## src/rtl/countdown_timer.sv

```systemverilog
// Loadable down-counter with one-shot / auto-reload modes, a one-clock
// terminal-count pulse and a busy flag that is high only while counting.
module countdown_timer #(
    parameter int unsigned WIDTH = 4
) (
    input  logic             clk,
    input  logic             rst,
    input  logic             en,
    input  logic             load,
    input  logic [WIDTH-1:0] load_val,
    input  logic             auto_reload,
    output logic [WIDTH-1:0] counter,
    output logic             tc,
    output logic             busy
);

    typedef enum logic [1:0] {
        IDLE = 2'd0,
        RUN  = 2'd1,
        DONE = 2'd2
    } state_t;

    state_t           state;
    logic [WIDTH-1:0] reload_reg;

    // Priority is rst > load > en; tc defaults low so it can only pulse for one edge.
    always_ff @(posedge clk) begin
        if (rst) begin
            state      <= IDLE;
            counter    <= '0;
            reload_reg <= '0;
            tc         <= 1'b0;
            busy       <= 1'b0;
        end else if (load) begin
            counter    <= load_val;
            reload_reg <= load_val;
            tc         <= 1'b0;
            if (load_val != '0) begin
                state <= RUN;
                busy  <= 1'b1;
            end else begin
                state <= DONE;
                busy  <= 1'b0;
            end
        end else begin
            tc <= 1'b0;
            case (state)
                RUN: begin
                    if (en) begin
                        if (counter == WIDTH'(1)) begin
                            // Terminal edge: auto_reload only matters here.
                            tc <= 1'b1;
                            if (auto_reload) begin
                                counter <= reload_reg;
                            end else begin
                                counter <= '0;
                                state   <= DONE;
                                busy    <= 1'b0;
                            end
                        end else if (counter != '0) begin
                            counter <= counter - WIDTH'(1);
                        end
                    end
                end
                IDLE, DONE: begin
                    counter <= counter;
                end
                default: begin
                    state <= IDLE;
                    busy  <= 1'b0;
                end
            endcase
        end
    end

endmodule

```

## config.mk

```make
export PLATFORM = sky130hd
export DESIGN_NAME = countdown_timer
export DESIGN_NICKNAME = d
export VERILOG_FILES = /design/src/rtl/countdown_timer.sv
export SDC_FILE = /design/constraint.sdc
export NUM_CORES = 1
export LEC_CHECK = 0
export CAP_MARGIN = 5
export CORE_AREA = 2 2 39 41
export DETAILED_ROUTE_END_ITERATION = 8
export DIE_AREA = 0 0 41 43
export PLACE_DENSITY = 0.75
export SYNTH_ARGS = -nofsm -noshare
export SYNTH_HDL_FRONTEND = slang
export SYNTH_SLANG_ARGS = --single-unit
```

## constraint.sdc

```tcl
create_clock -name clk -period 2.1 [get_ports clk]
set_clock_uncertainty 0.05 [all_clocks]
set_input_delay 0.42 -clock clk [delete_from_list [all_inputs] [get_ports clk]]
set_output_delay 0.42 -clock clk [all_outputs]
set_load 0.01 [all_outputs]
```

==> impl_metrics.env <==
export IMPL_syn_area_um2=594.3
export IMPL_synthTopCellsByCount="11 x dfxtp_1, 11 x nor2_1, 5 x a21oi_1"
export IMPL_ys_top_cells_by_area="dfxtp_1 37%, nor2_1 6.9%, ha_1 6.3%"
export IMPL_cts_sinks=11
export IMPL_arrival_ps=1350
export IMPL_cts_hold_buf=0
export IMPL_tns_ps=0
export IMPL_async_flop_share_pct=0
export IMPL_cts_setup_buffers=0
export IMPL_netlist_instances=67
export IMPL_synth_edf_count=0
export IMPL_diodes=0
export IMPL_dpl_hpwl_um=982.4
export IMPL_yosys_warnings=0
export IMPL_critical_path_top_delay_family="buffers and inverters"
export IMPL_place_gp_congestion=0.8719
export IMPL_ys_flop_type="dfxtp_1"
export IMPL_slew_viol_final=0
export IMPL_endpoint_kind="output pin"
export IMPL_antenna_found_initial=0
export IMPL_power_density_nw_per_um2=660.5
export IMPL_syn_num_nets=79
export IMPL_grtUsageTotal_pct=17.74
export IMPL_rrSetupSlack_ps=330
export IMPL_irDropWorstVdd_mv=0.3804
export IMPL_post_cts_resized=0
export IMPL_p_total_mw=0.5157
export IMPL_die_h_um=43
export IMPL_grt_pass1_wl_mm=2.063
export IMPL_port_buffers=14
export IMPL_place_area_um2=754.5
export IMPL_clockRootBuffer="clkbuf_4"
export IMPL_rsz0062_at_grt="false"
export IMPL_fp_dieW_um=41
export IMPL_area_growth_synth_to_final_pct=31.37
export IMPL_crit_chain="clkdlybuf4s50_1"
export IMPL_initial_utilization_pct=42.95
export IMPL_cp_max_fo=6
export IMPL_critPathSlowestCell="clkdlybuf4s50_1"
export IMPL_power_leakage_nw=0.2976
export IMPL_cts_tree="built"
export IMPL_num_fill_cells=135
export IMPL_timing_final_setup_violations=0
export IMPL_final_hold_viol_count=0
export IMPL_antenna_left=0
export IMPL_regArea_um2=220.2
export IMPL_start_kind="flop"
export IMPL_io_pins=15
export IMPL_grt_pass1_vias=491
export IMPL_yosysTopAreaCell="dfxtp_1"
export IMPL_drive_gt1_share_pct=8.333
export IMPL_grt_overflow=0
export IMPL_drt_total_wl_mm=1.310
export IMPL_fin_crit_sh_pct=86.50
export IMPL_final_cell_area_um2=780.7
export IMPL_fmax_mhz=550.5
export IMPL_finalCriticalPeriod_ps=1817
export IMPL_path_buf_inv=1
export IMPL_htree_levels=1
export IMPL_vias=560
export IMPL_holdWs_ps=444.0
export IMPL_synth_top_area_share_pct=37.05
export IMPL_grt_max_degree=12
export IMPL_synth_distinct_cells=25
export IMPL_insertion_delay_ps=260
export IMPL_dr_first_iter_drc_count=7
export IMPL_cp_data_required_time_ps=1630
export IMPL_ys_ff_latch=11
export IMPL_worst_pin_slew_ps=419.6
export IMPL_dp_worst_setup_slack_ps=220.4
export IMPL_fp_row_count=14
export IMPL_final_nets=97
export IMPL_clk_pin_slew_worst_paths_ps=70
export IMPL_coreArea_um2=1384
export IMPL_firstDrtPassIters=5
export IMPL_hp_class="flop to flop"
export IMPL_cts_made_buffers=3
export IMPL_path_class="flop to output pin"
export IMPL_max_cap_viol_count=0
export IMPL_syn_area_per_cell_um2=8.870
export IMPL_dieArea_um2=1763
export IMPL_yosysSeqAreaShare_pct=37.05
export IMPL_max_slew_margin_pct=71.99
export IMPL_cts_max_path_buffers=2
export IMPL_critPathMaxStageDelay_ps=600
export IMPL_avgViaCountPerCell=5.600
export IMPL_drc_errors=0
export IMPL_multiInputGateArea_um2=355.3
export IMPL_wl_per_cell_um=13.10
export IMPL_setup_ws_ps=283.4
export IMPL_status="finished, final reports clean"
==> cell usage in the layout (no fill, tap or decap) <==
cell	count
nand3_1	1
nor3_1	4
nor2b_1	1
dfxtp_1	11
nor4b_2	1
clkbuf_1	1
nand4_1	3
a21oi_1	5
o211a_1	1
nor3b_4	1
xnor2_1	1
ha_1	3
a32oi_1	1
nor2_1	11
a311oi_1	4
nand2_1	4
and3_1	1
buf_4	1
inv_1	3
o21ai_0	2
clkbuf_4	3
clkdlybuf4s50_1	14
mux2i_1	3
nand2b_1	1
o31ai_4	1
nand3b_1	1
o41ai_1	1
==> layer usage <==
metal  GRT usage, %  vias up  routed length [um]
met4          12.00        0                  14
met3          3.141        4                  63
met5              0        -                   0
met1          22.48      254                 625
li1               -      281                   -
met2          25.94       21                 607
==> where the power goes <==
group          total [mW]  switching [mW]  internal [mW]  leakage, nW
clock               0.143          0.0699         0.0735       0.0150
combinational       0.130          0.0619         0.0682        0.192
sequential          0.242          0.0189          0.223       0.0909
==> cells by family (layout without fill, tap and decap cells) <==
logic type / after synthesis / after routing / share of synthesized area (%)
adders and majority gates: 3 / 3 / 6.316
and+or+nand+nor: 29 / 29 / 26.95
buffers and inverters: 5 / 22 / 3.157
muxes: 3 / 3 / 5.053
xor gates and xnor gates: 1 / 1 / 1.474
AOI/OAI and AO/OA: 15 / 15 / 20.00
DFF: 11 / 11 / 37.05
==> tightest hold or removal path, cell delays in order (launching register included) <==
cell     delay [ps]
dfxtp_1         320
nand2_1          60
a21oi_1          60
==> area by class of cell <==
class,count,area share (%)
Multi-Input combinational cell,51,45.51
Sequential cell,11,28.21
Timing Repair Buffer,15,18.91
Clock buffer,4,3.365
Tap cell,16,2.564
Inverter,3,1.442
==> per-stage QoR <==
step / cells / util (%)
final: 100 / 56.42
after global routing: 100 / 56.42
after CTS: 100 / 56.42
after detailed placement: 96 / 54.52
after global placement: 96 / 54.52
after floorplan: 67 / -
==> worst paths after layout <==
path | from | endpoint | cells after the start
worst max-delay path | counter[2] | counter[2] | 1
worst min-delay path | reload_reg[2] | reload_reg[2] | 2
worst max register to register | counter[0] | counter[0] | 6
worst min register to register | reload_reg[2] | reload_reg[2] | 2
(Power assumes the default switching activity.)
